File: src/rtl/byte_unpack_fifo_pkg.sv
// byte_unpack_fifo_pkg: shared widths and read-side symbol states
package byte_unpack_fifo_pkg;
    localparam int ABITS = 3;
    localparam int DBITS = 2;
    localparam int WBITS = 8;
    localparam int SYMS_PER_WORD = WBITS / DBITS;
    localparam int SUB_BITS = $clog2(SYMS_PER_WORD);
    typedef enum logic [SUB_BITS-1:0] {SYM0, SYM1, SYM2, SYM3} sym_e;
endpackage

File: src/rtl/fifo_ram.sv
// fifo_ram: byte storage with synchronous write and asynchronous read
module fifo_ram #(
    parameter int ABITS = 3,
    parameter int WBITS = 8
) (
    input  logic             clk,
    input  logic             we_i,
    input  logic [ABITS-1:0] waddr_i,
    input  logic [WBITS-1:0] wdata_i,
    input  logic [ABITS-1:0] raddr_i,
    output logic [WBITS-1:0] rdata_o
);
    logic [WBITS-1:0] mem_q [2**ABITS];

    always_ff @(posedge clk)
        if (we_i) mem_q[waddr_i] <= wdata_i;

    assign rdata_o = mem_q[raddr_i];
endmodule

File: src/rtl/byte_unpack_fifo.sv
// byte_unpack_fifo: byte-wide FIFO that drains as LSB-first symbols,
// first-word-fall-through on dout
module byte_unpack_fifo #(
    parameter int ABITS = byte_unpack_fifo_pkg::ABITS,
    parameter int DBITS = byte_unpack_fifo_pkg::DBITS,
    parameter int WBITS = byte_unpack_fifo_pkg::WBITS
) (
    input  logic             clk,
    input  logic             reset_n,
    input  logic             write,
    input  logic             read,
    input  logic [WBITS-1:0] din,
    output logic [DBITS-1:0] dout,
    output logic             empty,
    output logic             full
);
    import byte_unpack_fifo_pkg::*;

    logic [ABITS-1:0] wr_ptr_q, wr_ptr_d, rd_ptr_q, rd_ptr_d;
    logic [ABITS:0]   cnt_q, cnt_d;
    sym_e             sub_q, sub_d;
    logic [WBITS-1:0] head;
    logic             wr_ok, rd_ok, pop;

    fifo_ram #(.ABITS(ABITS), .WBITS(WBITS)) u_ram (
        .clk     (clk),
        .we_i    (wr_ok),
        .waddr_i (wr_ptr_q),
        .wdata_i (din),
        .raddr_i (rd_ptr_q),
        .rdata_o (head)
    );

    assign empty = cnt_q == '0;
    assign full  = cnt_q == (ABITS+1)'(2**ABITS);
    assign dout  = empty ? '0 : head[sub_q*DBITS +: DBITS];

    always_comb begin
        wr_ok    = write & ~full;
        rd_ok    = read & ~empty;
        // the head byte only leaves once its last symbol is consumed
        pop      = rd_ok & (sub_q == SYM3);
        sub_d    = rd_ok ? (pop ? SYM0 : sym_e'(sub_q + SUB_BITS'(1))) : sub_q;
        wr_ptr_d = wr_ptr_q + ABITS'(wr_ok);
        rd_ptr_d = rd_ptr_q + ABITS'(pop);
        cnt_d    = cnt_q + (ABITS+1)'(wr_ok) - (ABITS+1)'(pop);
    end

    always_ff @(posedge clk or negedge reset_n) begin
        if (!reset_n) begin
            wr_ptr_q <= '0;
            rd_ptr_q <= '0;
            cnt_q    <= '0;
            sub_q    <= SYM0;
        end else begin
            wr_ptr_q <= wr_ptr_d;
            rd_ptr_q <= rd_ptr_d;
            cnt_q    <= cnt_d;
            sub_q    <= sub_d;
        end
    end
endmodule

File: config.mk
export PLATFORM = sky130hd
export DESIGN_NAME = byte_unpack_fifo
export DESIGN_NICKNAME = d
export VERILOG_FILES = /design/src/rtl/byte_unpack_fifo_pkg.sv /design/src/rtl/fifo_ram.sv /design/src/rtl/byte_unpack_fifo.sv
export SDC_FILE = /design/constraint.sdc
export NUM_CORES = 1
export LEC_CHECK = 0
export ABC_AREA = 1
export ABC_CLOCK_PERIOD_IN_PS = 2350
export BUFFER_PORTS_ARGS = -buffer_cell sky130_fd_sc_hd__buf_4
export CAP_MARGIN = 10
export CORE_MARGIN = 1
export CORE_UTILIZATION = 30
export CTS_CLUSTER_SIZE = 14
export DETAILED_ROUTE_END_ITERATION = 8
export GPL_ROUTABILITY_DRIVEN = 0
export PLACE_DENSITY_LB_ADDON = 0.12
export SYNTH_ARGS = -nofsm -noshare
export SYNTH_HDL_FRONTEND = slang
export SYNTH_SLANG_ARGS = --single-unit
export TNS_END_PERCENT = 10
File: constraint.sdc
create_clock -name clk -period 2.35 [get_ports clk]
set_input_delay 0.1175 -clock clk [delete_from_list [all_inputs] [get_ports clk]]
set_output_delay 0.1175 -clock clk [all_outputs]
set_load 0.02 [all_outputs]
Word level (Yosys, flattened, before mapping):

Memories as Yosys holds them, arrays and structs flattened.
Index checks and enable logic that the tools add are counted.

* word-level logic and storage cells: 23
* bits in latches: 0
* RAM bits: 64
* register bits after elaboration: 12
* output and inout bits: 4
* bits in read-only memories: 0
* bits of input ports: 12
* memories: 1

Memory list
* u_ram.mem_q: depth 8, bits a word 8, rd ports 1, clocked after memory_dff 0, wr ports 1, RTL line fifo_ram.sv:13 `logic [WBITS-1:0] mem_q [2**ABITS];`

* $add $sub $neg: 5
* equality and inequality tests: 2
* magnitude comparators: 0
* multipliers: 0
* divide/modulo/power cells: 0
* reductions and logical operators: 1
* bitwise logic cells: 5
* multiplexer cells: 4
* shifts and indexed selects: 1

Operators with widths (count)
* $shiftx A8 B4 Y2: 1
* $add A3 B1 Y3: 2
* $add A4 B1 Y4: 1
* $eq A4 B4 Y1 const B: 1
* $logic_not A4 Y1: 1
* $mux W2: 2
* $sub A4 B1 Y4: 1
* $and A1 B1 Y1: 3
* $add A2 B1 Y2 const B: 1
* $eq A2 B2 Y1 const B: 1
* $mux W1: 2
* $not A1 Y1: 2

Depth between registers and ports, before layout:

Gate-level depths: netlist of run 1.

* depth in word-level cells: 5
* mapped depth: 12
* gate-level depth less buffers: 12

By module:

From an unflattened synthesis of run 1, not the netlist that was laid out.

* cell total of the unflattened synthesis: 376
* area total of the unflattened synthesis: 3608.5 um^2

By module, submodules not included
* fifo_ram: times used 1, sequential area each 1921.8 um^2, area an instance 2890.3 um^2, cells each 295
* byte_unpack_fifo: times used 1, sequential area each 300.3 um^2, area an instance 718.2 um^2, cells each 81

Worst setup path before layout of run 1:

No wires, ideal clock.

* kind: register -> register
* start point: register cnt_q[2]
* end point: register cnt_q[2]
* buffers on the path: 0
* library setup time: 123 ps
* data arrival time: 1823 ps
* slack: 404 ps
* required time: 2227 ps
* cell stages (with the launch flop): 12
* period minus slack after synthesis: 1946 ps
* cells stage by stage: dfrtp_1 inv_1 ha_1 nand3_1 nand2_1 nor2_1 inv_1 nand2_1 nand2_1 ha_1 fa_1 xor2_1

* longest elaborated chain between the ends: 5
* elaborated cells between the ends (all ways): 9
* classes of those cells: 2 x add/sub; 1 x eq/ne; 5 x bitwise; 1 x reduce/logical

Ends and longest elaborated chain
* start, declared: RTL line byte_unpack_fifo.sv:20 `logic [ABITS:0] cnt_q, cnt_d;`
* start signal, assigned: RTL line byte_unpack_fifo.sv:58 `cnt_q <= cnt_d;`
* $eq A4 B4 Y1 or $logic_not A4 Y1 (tied branches): RTL line byte_unpack_fifo.sv:35, byte_unpack_fifo.sv:34
* $not A1 Y1 (on tied branches): RTL line byte_unpack_fifo.sv:39, byte_unpack_fifo.sv:40
* $and A1 B1 Y1 (on tied branches): RTL line byte_unpack_fifo.sv:39, byte_unpack_fifo.sv:40
* $add A4 B1 Y4 or $and A1 B1 Y1 (tied branches): RTL line byte_unpack_fifo.sv:46, byte_unpack_fifo.sv:42
* $sub A4 B1 Y4 *: RTL line byte_unpack_fifo.sv:46 `cnt_d = cnt_q + (ABITS+1)'(wr_ok) - (ABITS+1)'(pop);`
* net cnt_d[2]: RTL line byte_unpack_fifo.sv:20

The timed path passes the listed nets; every way through them passes the cells marked *.
A chain may end at the register's enable or synchronous reset.

Worst setup path in the final report of run 1:

Same ends and word-level chain as after synthesis.

==> metrics.txt, run 1 <==
# TYPE chip_impl_metric gauge
chip_impl_info{name="synthDominantAreaCellType",value="sky130_fd_sc_hd__edfxtp_1"} 1
chip_impl_metric{name="fmax",unit="GHz"} 0.4587
chip_impl_metric{name="initial_standard_cell_utilization_of_the_core",unit="%"} 31.46
chip_impl_metric{name="setup_tns",unit="ns"} 0
chip_impl_metric{name="synth_sequential_area_ratio",unit="%"} 67.50
chip_impl_metric{name="synthDistinctLibCells",unit=""} 21
chip_impl_metric{name="die_x",unit="µm"} 106.8
chip_impl_info{name="path_common_cell",value="sky130_fd_sc_hd__nand2_1"} 1
chip_impl_metric{name="drt_iter0_markers",unit=""} 103
chip_impl_info{name="critical_setup_path_class",value="reg -> reg"} 1
chip_impl_metric{name="clock_network_fraction_of_total_power",unit="%"} 21.7
chip_impl_metric{name="worst-endpoint-required",unit="ns"} 2.59
chip_impl_metric{name="p_leak",unit="µW"} 0.001549
chip_impl_metric{name="grt_max_degree",unit=""} 34
chip_impl_metric{name="io_buffers",unit=""} 15
chip_impl_metric{name="sequentialPowerShare",unit="%"} 39.8
chip_impl_metric{name="cts_max_level",unit=""} 3
chip_impl_metric{name="first_global_vias",unit=""} 2157
chip_impl_metric{name="worst-path-buf-inv",unit=""} 2
chip_impl_metric{name="viasPerCell",unit=""} 4.502
chip_impl_metric{name="final_cell_area",unit="mm²"} 0.003859
chip_impl_metric{name="slowest_delay",unit="ns"} 0.39
chip_impl_metric{name="finalSetupViolCount",unit=""} 0
chip_impl_metric{name="route.final.wire_length",unit="µm"} 7606
chip_impl_metric{name="chipHeight",unit="µm"} 106.8
chip_impl_metric{name="numCtsBuffers",unit=""} 9
chip_impl_metric{name="finalHoldViolCount",unit=""} 0
chip_impl_metric{name="net-switching-power",unit="µW"} 1917
chip_impl_metric{name="gr-usage-all-layers",unit="%"} 14.57
chip_impl_info{name="worst_hold_path_type",value="in -> async"} 1
chip_impl_info{name="crit_path_end_kind",value="flip-flop"} 1
chip_impl_metric{name="synth.avg_cell_area",unit="µm²"} 11.43
chip_impl_metric{name="relSlewSlack",unit="%"} 38.76
chip_impl_metric{name="num_rows",unit=""} 37
chip_impl_info{name="crit_family",value="adder cells"} 1
chip_impl_info{name="outcome",value="finished clean"} 1
chip_impl_info{name="postSynth.topFlopCell",value="sky130_fd_sc_hd__edfxtp_1"} 1
chip_impl_metric{name="clock_latency",unit="ns"} 0.36
chip_impl_metric{name="detail_route.wl_per_cell",unit="µm"} 16.39
chip_impl_metric{name="finalHoldWorstSlack",unit="ns"} 0.1321
chip_impl_metric{name="drc",unit=""} 0
chip_impl_metric{name="switching_share",unit="%"} 39.89
chip_impl_metric{name="cts_max_path_buffers",unit=""} 2
chip_impl_metric{name="area.growth.synth_to_final",unit="%"} 17.22
chip_impl_metric{name="drive_gt1_share",unit="%"} 15.55
chip_impl_metric{name="power.ir.vdd_worst",unit="mV"} 0.3824
chip_impl_metric{name="drt_pre_antenna_iters",unit=""} 4
chip_impl_metric{name="numClockSinks",unit=""} 76
chip_impl_metric{name="cap_violations",unit=""} 0
chip_impl_metric{name="detailed_place.area",unit="mm²"} 0.003562
chip_impl_metric{name="p_int",unit="µW"} 2888
chip_impl_metric{name="final.min_clock_period",unit="ns"} 2.180
chip_impl_info{name="synth.cells.most_frequent",value="sky130_fd_sc_hd__nand2_1, sky130_fd_sc_hd__edfxtp_1, sky130_fd_sc_hd__nand3_1"} 1
chip_impl_metric{name="postSynthRegisterBits",unit=""} 76
chip_impl_metric{name="pin_slew_with_the_least_headroom_to_its_limit",unit="ns"} 0.9153
chip_impl_metric{name="arrival",unit="ns"} 2.42
chip_impl_metric{name="first_pass_grt_wire_length",unit="µm"} 11830
chip_impl_metric{name="finalMaxSlewViolations",unit=""} 0
chip_impl_metric{name="syn-num-nets",unit=""} 310
chip_impl_metric{name="post_cts_resize_count",unit=""} 0
chip_impl_metric{name="vias",unit=""} 2089
chip_impl_metric{name="final.period_utilization",unit="%"} 92.76
chip_impl_info{name="cells_along_the_critical_path",value="inv_1, ha_1, nand3_1, nand2_1, nor2_1, inv_1, nand2_1, nand2_1, ha_1, fa_1, xor2_1"} 1
chip_impl_metric{name="grt_antenna_before_repair",unit=""} 0
chip_impl_info{name="netlist_top_cells_area",value="sky130_fd_sc_hd__edfxtp_1, sky130_fd_sc_hd__nand2_1, sky130_fd_sc_hd__dfrtp_1, sky130_fd_sc_hd__nand3_1, sky130_fd_sc_hd__ha_1"} 1
chip_impl_metric{name="clock_pin_transition_on_the_worst_setup_and_hold_timing_paths",unit="ns"} 0.08
chip_impl_metric{name="comb_power_share",unit="%"} 38.5
chip_impl_info{name="tritoncts",value="built"} 1
chip_impl_metric{name="ys_async_sr_fraction",unit="%"} 15.79
chip_impl_metric{name="final.setup_skew",unit="ns"} 0.01392
chip_impl_metric{name="placeableCoreArea",unit="mm²"} 0.01046
chip_impl_metric{name="cts_setup_buffers",unit=""} 0
chip_impl_metric{name="synthesis.area",unit="mm²"} 0.003292
chip_impl_metric{name="final_nets",unit=""} 345
chip_impl_metric{name="final_util",unit="%"} 36.88
chip_impl_info{name="most_frequent_cell_after_synthesis",value="sky130_fd_sc_hd__nand2_1"} 1
chip_impl_info{name="slowest_stage",value="sky130_fd_sc_hd__fa_1"} 1
chip_impl_metric{name="design.die.area",unit="mm²"} 0.01140
chip_impl_metric{name="fillCellCount",unit=""} 1068
chip_impl_metric{name="synth_edf_count",unit=""} 64
chip_impl_metric{name="grt_overflow",unit=""} 0
chip_impl_metric{name="detailed_place_hpwl",unit="µm"} 4772
chip_impl_metric{name="drt.antenna.violating_nets",unit=""} 0
chip_impl_metric{name="crit_path_max_fanout",unit=""} 5
chip_impl_info{name="rsz0062_at_grt",value="no"} 1
chip_impl_metric{name="yosysWarningCount",unit=""} 0
chip_impl_metric{name="diodes",unit=""} 0
chip_impl_metric{name="synthCells",unit=""} 288
chip_impl_metric{name="num_io_pins",unit=""} 16
chip_impl_metric{name="synth.top_cell.area_share",unit="%"} 58.38
chip_impl_info{name="worstSetupStartpointType",value="flip-flop"} 1
chip_impl_metric{name="finalPower",unit="µW"} 4805
chip_impl_info{name="clock_tree.root_cell",value="sky130_fd_sc_hd__clkbuf_8"} 1
chip_impl_metric{name="cellPowerDensity",unit="mW/mm²"} 1245
## layout by cell type, fill, tap and decap left out, types with 9 or more instances in the layout
cell / instances
sky130_fd_sc_hd__nand2_1: 89
sky130_fd_sc_hd__edfxtp_1: 64
sky130_fd_sc_hd__nand3_1: 38
sky130_fd_sc_hd__nor2_1: 26
sky130_fd_sc_hd__buf_4: 25
sky130_fd_sc_hd__inv_1: 13
sky130_fd_sc_hd__dfrtp_1: 12
sky130_fd_sc_hd__ha_1: 9
sky130_fd_sc_hd__clkbuf_8: 9
sky130_fd_sc_hd__dlygate4sd3_1: 9
## path summary, 6_finish.rpt
| path | startpoint | to | slack [ns] | cells past startpoint |
|---|---|---|---|---|
| worst max-delay path | cnt_q[2] | cnt_q[2] | 0.17 | 11 |
| worst min-delay path | reset_n | cnt_q[1] | 0.13 | 2 |
| worst max register to register | cnt_q[2] | cnt_q[2] | 0.17 | 11 |
| worst min register to register | cnt_q[0] | cnt_q[0] | 0.52 | 1 |
| max in group asynchronous | reset_n | rd_ptr_q[1] | 2.05 | 2 |
| min in group clk | read | sub_q[1] | 0.14 | 3 |
## worst register-to-register path: cells and delay by family (launching register included)
| kind | cells | cell delay (ns) |
|---|---|---|
| adder cells (fa/ha/maj) | 3 | 0.80 |
| AND/OR/NAND/NOR | 5 | 0.65 |
| buffers and inverters | 2 | 0.14 |
| flip-flops | 1 | 0.33 |
| XOR/XNOR | 1 | 0.16 |
## flip-flops by register name, summed over array words and instances, names as in the netlist
| name | count |
|---|---|
| u_ram.mem_q | 64 |
| cnt_q | 4 |
| rd_ptr_q | 3 |
| wr_ptr_q | 3 |
| sub_q | 2 |
## logic make-up (layout without fill, tap and decap cells)
logic type	Yosys count	count (layout)	share of synthesized area, %
simple gates	160	160	20.90
xor+xnor	5	5	1.330
buf+inv	26	66	4.561
fa+ha+maj	10	10	4.029
flops	76	76	67.50
compound gates	11	11	1.672
## power by group through the flow
stage | combinational [µW] | sequential, µW | clock, µW
global route | 2110 | 1940 | 1130
global placement | 1880 | 1940 | 0
finish | 1850 | 1910 | 1040
floorplan | 1380 | 1870 | 0
detailed placement | 1880 | 1940 | 0
CTS | 1900 | 1910 | 1080
## per-layer routing
layer	wire length (µm)	vias up	part of all wire (%)	global-route usage, %
met5	0	-	0	0
met4	192	0	2.5	6.262
met3	447	13	5.9	4.255
met2	3553	48	47	23.04
met1	3413	986	45	18.54
li1	-	1042	-	-
## metrics by stage
step	cells	worst slack [ns]
detailed placement	439	0.1800
global placement	439	0.2380
floorplan	288	0.4040
finish	464	0.1700
global route	464	0.009796
CTS	464	0.1597
## layout make-up
type	count	area [µm²]	area share, %
Tap cell	136	170.2	4.410
Timing Repair Buffer	34	277.8	7.198
Inverter	16	62.56	1.621
Sequential cell	76	2222	57.59
Clock buffer	9	123.9	3.210
Clock inverter	7	82.58	2.140
Multi-Input combinational cell	186	919.6	23.83
## what timing repair did
item	in CTS	in global routing
hold endpoints to repair	76	0
hold buffers	9	0
endpoints found under the setup margin	0	0
(Power assumes the default switching activity.)
==> run 2: changes to the inputs <==
--- a/config.mk
+++ b/config.mk
@@ -7,14 +7,15 @@
 export LEC_CHECK = 0
 export ABC_AREA = 1
 export ABC_CLOCK_PERIOD_IN_PS = 2350
-export BUFFER_PORTS_ARGS = -buffer_cell sky130_fd_sc_hd__buf_4
 export CAP_MARGIN = 10
 export CORE_MARGIN = 1
 export CORE_UTILIZATION = 30
 export CTS_CLUSTER_SIZE = 14
 export DETAILED_ROUTE_END_ITERATION = 8
+export DONT_BUFFER_PORTS = 1
 export GPL_ROUTABILITY_DRIVEN = 0
 export PLACE_DENSITY_LB_ADDON = 0.12
+export SLEW_MARGIN = 0
 export SYNTH_ARGS = -nofsm -noshare
 export SYNTH_HDL_FRONTEND = slang
 export SYNTH_SLANG_ARGS = --single-unit
==> metrics.txt, run 2 (synthesized netlist as in run 1, its figures left out) <==
# TYPE chip_impl_metric gauge
chip_impl_metric{name="numClockSinks",unit=""} 76
chip_impl_info{name="outcome",value="finished clean"} 1
chip_impl_metric{name="worst-endpoint-required",unit="ns"} 2.23
chip_impl_metric{name="finalHoldViolCount",unit=""} 0
chip_impl_metric{name="cellPowerDensity",unit="mW/mm²"} 1275
chip_impl_info{name="tritoncts",value="built"} 1
chip_impl_metric{name="final_nets",unit=""} 335
chip_impl_metric{name="clock_latency",unit="ns"} 0.36
chip_impl_metric{name="power.ir.vdd_worst",unit="mV"} 0.4161
chip_impl_metric{name="diodes",unit=""} 0
chip_impl_metric{name="finalMaxSlewViolations",unit=""} 0
chip_impl_metric{name="cts_max_path_buffers",unit=""} 2
chip_impl_info{name="path_common_cell",value="sky130_fd_sc_hd__nand2_1"} 1
chip_impl_info{name="cells_along_the_critical_path",value="inv_4, nand2_1, nand3_2, nand3_1, nand2_1, nand2_1, nand3_1, nand2_1, nor2_1, buf_4"} 1
chip_impl_metric{name="grt_antenna_before_repair",unit=""} 0
chip_impl_metric{name="finalHoldWorstSlack",unit="ns"} 0.1946
chip_impl_metric{name="grt_overflow",unit=""} 0
chip_impl_metric{name="fillCellCount",unit=""} 1084
chip_impl_info{name="critical_setup_path_class",value="reg -> out"} 1
chip_impl_metric{name="fmax",unit="GHz"} 0.4707
chip_impl_metric{name="clock_pin_transition_on_the_worst_setup_and_hold_timing_paths",unit="ns"} 0.08
chip_impl_metric{name="p_leak",unit="µW"} 0.001507
chip_impl_metric{name="design.die.area",unit="mm²"} 0.01140
chip_impl_metric{name="num_io_pins",unit=""} 16
chip_impl_info{name="slowest_stage",value="sky130_fd_sc_hd__dfrtp_1"} 1
chip_impl_metric{name="cap_violations",unit=""} 0
chip_impl_info{name="worst_hold_path_type",value="in -> async"} 1
chip_impl_metric{name="io_buffers",unit=""} 0
chip_impl_metric{name="crit_path_max_fanout",unit=""} 33
chip_impl_metric{name="detailed_place_hpwl",unit="µm"} 4648
chip_impl_metric{name="final.period_utilization",unit="%"} 90.39
chip_impl_metric{name="detail_route.wl_per_cell",unit="µm"} 15.99
chip_impl_metric{name="finalPower",unit="µW"} 4853
chip_impl_metric{name="final_util",unit="%"} 36.37
chip_impl_metric{name="drt.antenna.violating_nets",unit=""} 0
chip_impl_metric{name="area.growth.synth_to_final",unit="%"} 15.58
chip_impl_metric{name="finalSetupViolCount",unit=""} 0
chip_impl_info{name="worstSetupStartpointType",value="flip-flop"} 1
chip_impl_info{name="mostFrequentLayoutCell",value="sky130_fd_sc_hd__nand2_1"} 1
chip_impl_metric{name="arrival",unit="ns"} 2.01
chip_impl_metric{name="numCtsBuffers",unit=""} 9
chip_impl_info{name="clock_tree.root_cell",value="sky130_fd_sc_hd__clkbuf_8"} 1
chip_impl_metric{name="first_pass_grt_wire_length",unit="µm"} 11420
chip_impl_metric{name="gr-usage-all-layers",unit="%"} 14.06
chip_impl_metric{name="final.min_clock_period",unit="ns"} 2.124
chip_impl_metric{name="initial_standard_cell_utilization_of_the_core",unit="%"} 31.46
chip_impl_metric{name="viasPerCell",unit=""} 4.555
chip_impl_metric{name="grt_max_degree",unit=""} 34
chip_impl_metric{name="die_x",unit="µm"} 106.8
chip_impl_info{name="rsz0062_at_grt",value="no"} 1
chip_impl_metric{name="relSlewSlack",unit="%"} 37.88
chip_impl_info{name="biggest_register",value="u_ram.mem_q"} 1
chip_impl_metric{name="setup_tns",unit="ns"} 0
chip_impl_metric{name="route.final.wire_length",unit="µm"} 7259
chip_impl_metric{name="drive_gt1_share",unit="%"} 12.58
chip_impl_metric{name="pin_slew_with_the_least_headroom_to_its_limit",unit="ns"} 0.9284
chip_impl_metric{name="vias",unit=""} 2068
chip_impl_info{name="crit_path_end_kind",value="output port"} 1
chip_impl_metric{name="num_rows",unit=""} 37
chip_impl_metric{name="placeableCoreArea",unit="mm²"} 0.01046
chip_impl_metric{name="drt_iter0_markers",unit=""} 89
chip_impl_metric{name="drt_pre_antenna_iters",unit=""} 4
chip_impl_metric{name="chipHeight",unit="µm"} 106.8
chip_impl_info{name="top_regs",value="u_ram.mem_q: 64 flops, cnt_q: 4 flops"} 1
chip_impl_metric{name="cts_max_level",unit=""} 3
chip_impl_metric{name="final.setup_skew",unit="ns"} 0.01256
chip_impl_metric{name="first_global_vias",unit=""} 2071
chip_impl_metric{name="largest_reg_flops",unit=""} 64
chip_impl_info{name="final_cell_mix",value="sky130_fd_sc_hd__nand2_1, sky130_fd_sc_hd__edfxtp_1, sky130_fd_sc_hd__nand3_1, sky130_fd_sc_hd__nor2_1, sky130_fd_sc_hd__buf_4"} 1
chip_impl_metric{name="slowest_delay",unit="ns"} 0.44
chip_impl_metric{name="drc",unit=""} 0
[run 2: cell types whose count changed in the layout (fill, tap and decap cells not counted)]
cell	previous run	this run
sky130_fd_sc_hd__buf_4	25	14
sky130_fd_sc_hd__inv_6	2	1
sky130_fd_sc_hd__clkinv_4	1	0
sky130_fd_sc_hd__nor2_1	26	25
sky130_fd_sc_hd__clkinv_1	0	1
sky130_fd_sc_hd__bufinv_16	1	2
sky130_fd_sc_hd__nor2_2	0	1
sky130_fd_sc_hd__dlygate4sd3_1	9	10
[run 2: metrics by stage]
step,worst slack (ns),cell area [µm²],std cells
5_1_grt,0.01068,3805,454
6_report,0.2257,3805,454
2_1_floorplan,0.4040,3292,288
3_5_place_dp,0.1902,3480,428
4_1_cts,0.1735,3802,454
3_3_place_gp,0.2183,3480,428
[run 2: routing by layer]
layer	wire (µm)	global-route usage [%]
met1	3525	18.49
met2	3427	22.12
met3	196	3.465
met4	110	5.871
met5	0	0
[run 2: where the power goes]
| group | internal, µW | switching [µW] | total [µW] |
|---|---|---|---|
| Clock | 605 | 501 | 1110 |
| Sequential | 1750 | 144 | 1900 |
| Combinational | 625 | 1230 | 1850 |
| Total | 2980 | 1870 | 4850 |
[run 2: area by class of cell]
class	count	area, µm²	area share, %
inverter	16	62.56	1.644
clock inverter	7	98.84	2.598
clock buffer	9	123.9	3.256
tap	136	170.2	4.472
multi-input combinational	186	922.1	24.24
sequential	76	2222	58.40
timing repair buffer	24	205.2	5.393
[run 2: worst paths after layout]
check | startpoint | to | slack [ns] | cells past startpoint
setup reg to reg | cnt_q[2] | cnt_q[2] | 0.26 | 10
max in group asynchronous | reset_n | cnt_q[1] | 1.78 | 1
hold reg to reg | cnt_q[0] | cnt_q[0] | 0.51 | 1
setup / recovery | rd_ptr_q[0] | dout[0] | 0.23 | 10
hold / removal | reset_n | wr_ptr_q[2] | 0.19 | 1
min in group clk | write | wr_ptr_q[0] | 0.20 | 4
[run 2: repair_timing]
| action | in CTS | in global routing |
|---|---|---|
| resized for setup | 0 | 1 |
| endpoints found under the hold margin | 78 | 0 |
| hold buffers | 10 | 0 |
| endpoints found under the setup margin | 0 | 1 |
| buffers inserted | 0 | 0 |
[run 2: worst max-delay path: cells and delay by family (launching register included)]
| kind | cells | cell delay, ns |
|---|---|---|
| flip-flops | 1 | 0.44 |
| buffers and inverters | 2 | 0.48 |
| AND/OR/NAND/NOR | 8 | 0.72 |
==> run 3: changes to the inputs <==
--- a/config.mk
+++ b/config.mk
@@ -5,7 +5,6 @@
 export SDC_FILE = /design/constraint.sdc
 export NUM_CORES = 1
 export LEC_CHECK = 0
-export ABC_AREA = 1
 export ABC_CLOCK_PERIOD_IN_PS = 2350
 export CAP_MARGIN = 10
 export CORE_MARGIN = 1
==> metrics.txt, run 3 <==
# TYPE chip_impl_metric gauge
chip_impl_metric{name="final_util",unit="%"} 36.90
chip_impl_metric{name="yosysWarningCount",unit=""} 0
chip_impl_metric{name="numCtsBuffers",unit=""} 9
chip_impl_metric{name="dp_slack",unit="ns"} 0.1358
chip_impl_metric{name="cap_violations",unit=""} 0
chip_impl_metric{name="detail_route.wl_per_cell",unit="µm"} 18.48
chip_impl_metric{name="fmax",unit="GHz"} 0.4410
chip_impl_info{name="clock_tree.root_cell",value="sky130_fd_sc_hd__clkbuf_8"} 1
chip_impl_metric{name="grt_overflow",unit=""} 0
chip_impl_metric{name="viasPerCell",unit=""} 4.655
chip_impl_metric{name="timing.reg2reg.worst_path_depth",unit=""} 10
chip_impl_info{name="slowest_stage",value="sky130_fd_sc_hd__mux4_1"} 1
chip_impl_info{name="timing.rr.end",value="cnt_q[3]"} 1
chip_impl_metric{name="ys_async_sr_fraction",unit="%"} 15.79
chip_impl_metric{name="crit_path_max_fanout",unit=""} 12
chip_impl_metric{name="drt_iter0_markers",unit=""} 58
chip_impl_metric{name="vias",unit=""} 1536
chip_impl_info{name="cells_along_the_critical_path",value="buf_12, mux4_1, mux2_2, o311a_4"} 1
chip_impl_metric{name="p_leak",unit="µW"} 0.001287
chip_impl_info{name="source_of_the_worst_register_to_register_timing_path",value="cnt_q[2]"} 1
chip_impl_metric{name="fillCellCount",unit=""} 932
chip_impl_metric{name="io_buffers",unit=""} 0
chip_impl_metric{name="placed_cells_incl_taps",unit=""} 305
chip_impl_info{name="worst_hold_path_type",value="in -> reg"} 1
chip_impl_info{name="mostFrequentLayoutCell",value="sky130_fd_sc_hd__edfxtp_1"} 1
chip_impl_metric{name="worst-r2r-setup-slack",unit="ns"} 0.12
chip_impl_info{name="top_regs",value="u_ram.mem_q: 64 flops, cnt_q: 4 flops"} 1
chip_impl_metric{name="final.period_utilization",unit="%"} 96.50
chip_impl_metric{name="first_global_vias",unit=""} 1664
chip_impl_metric{name="synth.top_cell.area_share",unit="%"} 61.22
chip_impl_info{name="critical_setup_path_class",value="reg -> out"} 1
chip_impl_info{name="setup.worst_path.start",value="rd_ptr_q[0]"} 1
chip_impl_metric{name="slowest_delay",unit="ns"} 0.56
chip_impl_info{name="synthDominantAreaCellType",value="sky130_fd_sc_hd__edfxtp_1"} 1
chip_impl_metric{name="diodes",unit=""} 0
chip_impl_metric{name="drt_pre_antenna_iters",unit=""} 4
chip_impl_metric{name="final.setup_skew",unit="ns"} 0.01022
chip_impl_metric{name="placeableCoreArea",unit="mm²"} 0.009955
chip_impl_metric{name="synthDistinctLibCells",unit=""} 28
chip_impl_info{name="timing.critical_path.to",value="dout[1]"} 1
chip_impl_metric{name="finalHoldViolCount",unit=""} 0
chip_impl_metric{name="finalMaxSlewViolations",unit=""} 0
chip_impl_metric{name="post_layout_nonfiller_instances",unit=""} 330
chip_impl_metric{name="gr-usage-all-layers",unit="%"} 12.06
chip_impl_metric{name="cts_max_path_buffers",unit=""} 2
chip_impl_metric{name="final.min_clock_period",unit="ns"} 2.268
chip_impl_metric{name="initial_standard_cell_utilization_of_the_core",unit="%"} 31.54
chip_impl_info{name="worstSetupStartpointType",value="flip-flop"} 1
chip_impl_info{name="outcome",value="finished clean"} 1
chip_impl_metric{name="clock_latency",unit="ns"} 0.34
chip_impl_metric{name="clock_pin_transition_on_the_worst_setup_and_hold_timing_paths",unit="ns"} 0.08
chip_impl_metric{name="grt_antenna_before_repair",unit=""} 0
chip_impl_info{name="tritoncts",value="built"} 1
chip_impl_metric{name="setup_tns",unit="ns"} 0
chip_impl_info{name="biggest_register",value="u_ram.mem_q"} 1
chip_impl_metric{name="finalSetupViolCount",unit=""} 0
chip_impl_metric{name="largest_reg_flops",unit=""} 64
chip_impl_metric{name="route.final.wire_length",unit="µm"} 6098
chip_impl_metric{name="chipHeight",unit="µm"} 104.3
chip_impl_info{name="rsz0062_at_grt",value="yes"} 1
chip_impl_metric{name="synth_edf_count",unit=""} 64
chip_impl_metric{name="num_io_pins",unit=""} 16
chip_impl_metric{name="synthCells",unit=""} 163
chip_impl_metric{name="power.ir.vdd_worst",unit="mV"} 0.4465
chip_impl_info{name="netlist_top_cells_area",value="sky130_fd_sc_hd__edfxtp_1, sky130_fd_sc_hd__dfrtp_1, sky130_fd_sc_hd__mux4_2, sky130_fd_sc_hd__mux4_1, sky130_fd_sc_hd__ha_1"} 1
chip_impl_metric{name="first_pass_grt_wire_length",unit="µm"} 9377
chip_impl_info{name="final_cell_mix",value="sky130_fd_sc_hd__edfxtp_1, sky130_fd_sc_hd__buf_4, sky130_fd_sc_hd__dfrtp_1"} 1
chip_impl_metric{name="numClockSinks",unit=""} 76
chip_impl_info{name="synth.cells.most_frequent",value="sky130_fd_sc_hd__edfxtp_1, sky130_fd_sc_hd__dfrtp_1, sky130_fd_sc_hd__ha_1"} 1
chip_impl_metric{name="cts_setup_buffers",unit=""} 0
chip_impl_metric{name="drc",unit=""} 0
chip_impl_metric{name="pin_slew_with_the_least_headroom_to_its_limit",unit="ns"} 0.6429
chip_impl_metric{name="cellPowerDensity",unit="mW/mm²"} 1176
chip_impl_metric{name="postSynthRegisterBits",unit=""} 76
chip_impl_metric{name="die_x",unit="µm"} 104.3
chip_impl_metric{name="final_nets",unit=""} 214
chip_impl_metric{name="synth_sequential_area_ratio",unit="%"} 70.79
chip_impl_metric{name="design.die.area",unit="mm²"} 0.01088
chip_impl_metric{name="drt.antenna.violating_nets",unit=""} 0
chip_impl_metric{name="grt_max_degree",unit=""} 20
chip_impl_metric{name="synth.avg_cell_area",unit="µm²"} 19.26
chip_impl_metric{name="postLayoutSetupSlackWorst",unit="ns"} 0.08229
chip_impl_metric{name="area.growth.synth_to_final",unit="%"} 17.02
chip_impl_metric{name="num_rows",unit=""} 36
chip_impl_metric{name="cts_max_level",unit=""} 3
chip_impl_info{name="crit_path_end_kind",value="output port"} 1
chip_impl_metric{name="syn-num-nets",unit=""} 185
chip_impl_info{name="most_frequent_cell_after_synthesis",value="sky130_fd_sc_hd__edfxtp_1"} 1
chip_impl_metric{name="worst-endpoint-required",unit="ns"} 2.23
chip_impl_metric{name="relSlewSlack",unit="%"} 57.14
chip_impl_metric{name="detailed_place_hpwl",unit="µm"} 4040
chip_impl_info{name="postSynth.topFlopCell",value="sky130_fd_sc_hd__edfxtp_1"} 1
chip_impl_metric{name="arrival",unit="ns"} 2.15
chip_impl_metric{name="synthesis.area",unit="mm²"} 0.003139
chip_impl_metric{name="drive_gt1_share",unit="%"} 26.90
==> run 3: cell count changes in the layout (fill, tap and decap cells not counted), sizes merged, moves of 3 or more <==
| cell | change |
|---|---|
| clkinv | +3 |
| inv | -14 |
| mux2 | +8 |
| mux2i | +4 |
| mux4 | +14 |
| nand2 | -85 |
| nand2b | +4 |
| nand3 | -44 |
| nor2 | -19 |
| nor2b | +3 |
| o21ai | -5 |
==> run 3: final cells by class <==
| cell class | count | area [µm²] | share of cell area (%) |
|---|---|---|---|
| timing repair buffer | 24 | 215.2 | 5.858 |
| clock buffer | 10 | 127.6 | 3.474 |
| sequential | 76 | 2222 | 60.49 |
| clock inverter | 6 | 40.04 | 1.090 |
| tap | 133 | 166.4 | 4.530 |
| inverter | 3 | 11.26 | 0.3065 |
| multi-input combinational | 78 | 890.9 | 24.25 |
==> run 3: worst min path at each step <==
stage	cells past startpoint	from	endpoint	slack [ns]
floorplan	0	reset_n	cnt_q[0]	-0.18
global placement	0	reset_n	cnt_q[1]	-0.18
detailed placement	0	reset_n	cnt_q[1]	-0.18
CTS	3	read	rd_ptr_q[0]	0.12
global route	3	read	rd_ptr_q[0]	0.14
finish	3	read	rd_ptr_q[0]	0.14
==> run 3: cell families after synthesis <==
kind of cell             Yosys count  synth area share [%]
AND/OR/NAND/NOR                   24                 3.906
buffers and inverters              9                 1.873
flip-flops                        76                 70.79
adder cells (fa/ha/maj)           10                 4.225
AO/OA/AOI/OAI                     12                 2.631
XOR/XNOR                           6                 1.674
multiplexers                      26                 14.91
==> run 3: worst max-delay path: cells and delay by family, from the launching register on <==
family,cells,cell delay [ns]
DFF,1,0.40
muxes,2,0.88
AOI/OAI and AO/OA,1,0.35
buffers and inverters,1,0.17
==> run 3: through the flow <==
| stage | power (µW) | area (µm²) | hold slack [ns] |
|---|---|---|---|
| floorplan | 2983 | 3149 | -0.1781 |
| global placement | 3365 | 3393 | -0.1778 |
| detailed placement | 3416 | 3393 | -0.1777 |
| CTS | 4310 | 3651 | 0.1214 |
| global route | 4567 | 3674 | 0.1414 |
| finish | 4321 | 3674 | 0.1367 |
==> run 3: power breakdown <==
group          internal [µW]  switching (µW)
registers               1750             202
clock network            383             471
logic                    758             759
==> run 3: repair_timing <==
action                                  4_1_cts  5_1_grt
endpoints found under the setup margin        0        3
resized for setup                             0        4
hold endpoints to repair                     76        0
hold buffers                                  9        0
==> run 3: metal layers <==
| metal | part of all wire (%) | vias to the layer above | track usage, % |
|---|---|---|---|
| li1 | - | 702 | - |
| met1 | 43 | 794 | 14.43 |
| met2 | 51 | 33 | 20.29 |
| met3 | 4.7 | 7 | 3.321 |
| met4 | 1.4 | 0 | 5.204 |
| met5 | 0 | - | 0 |
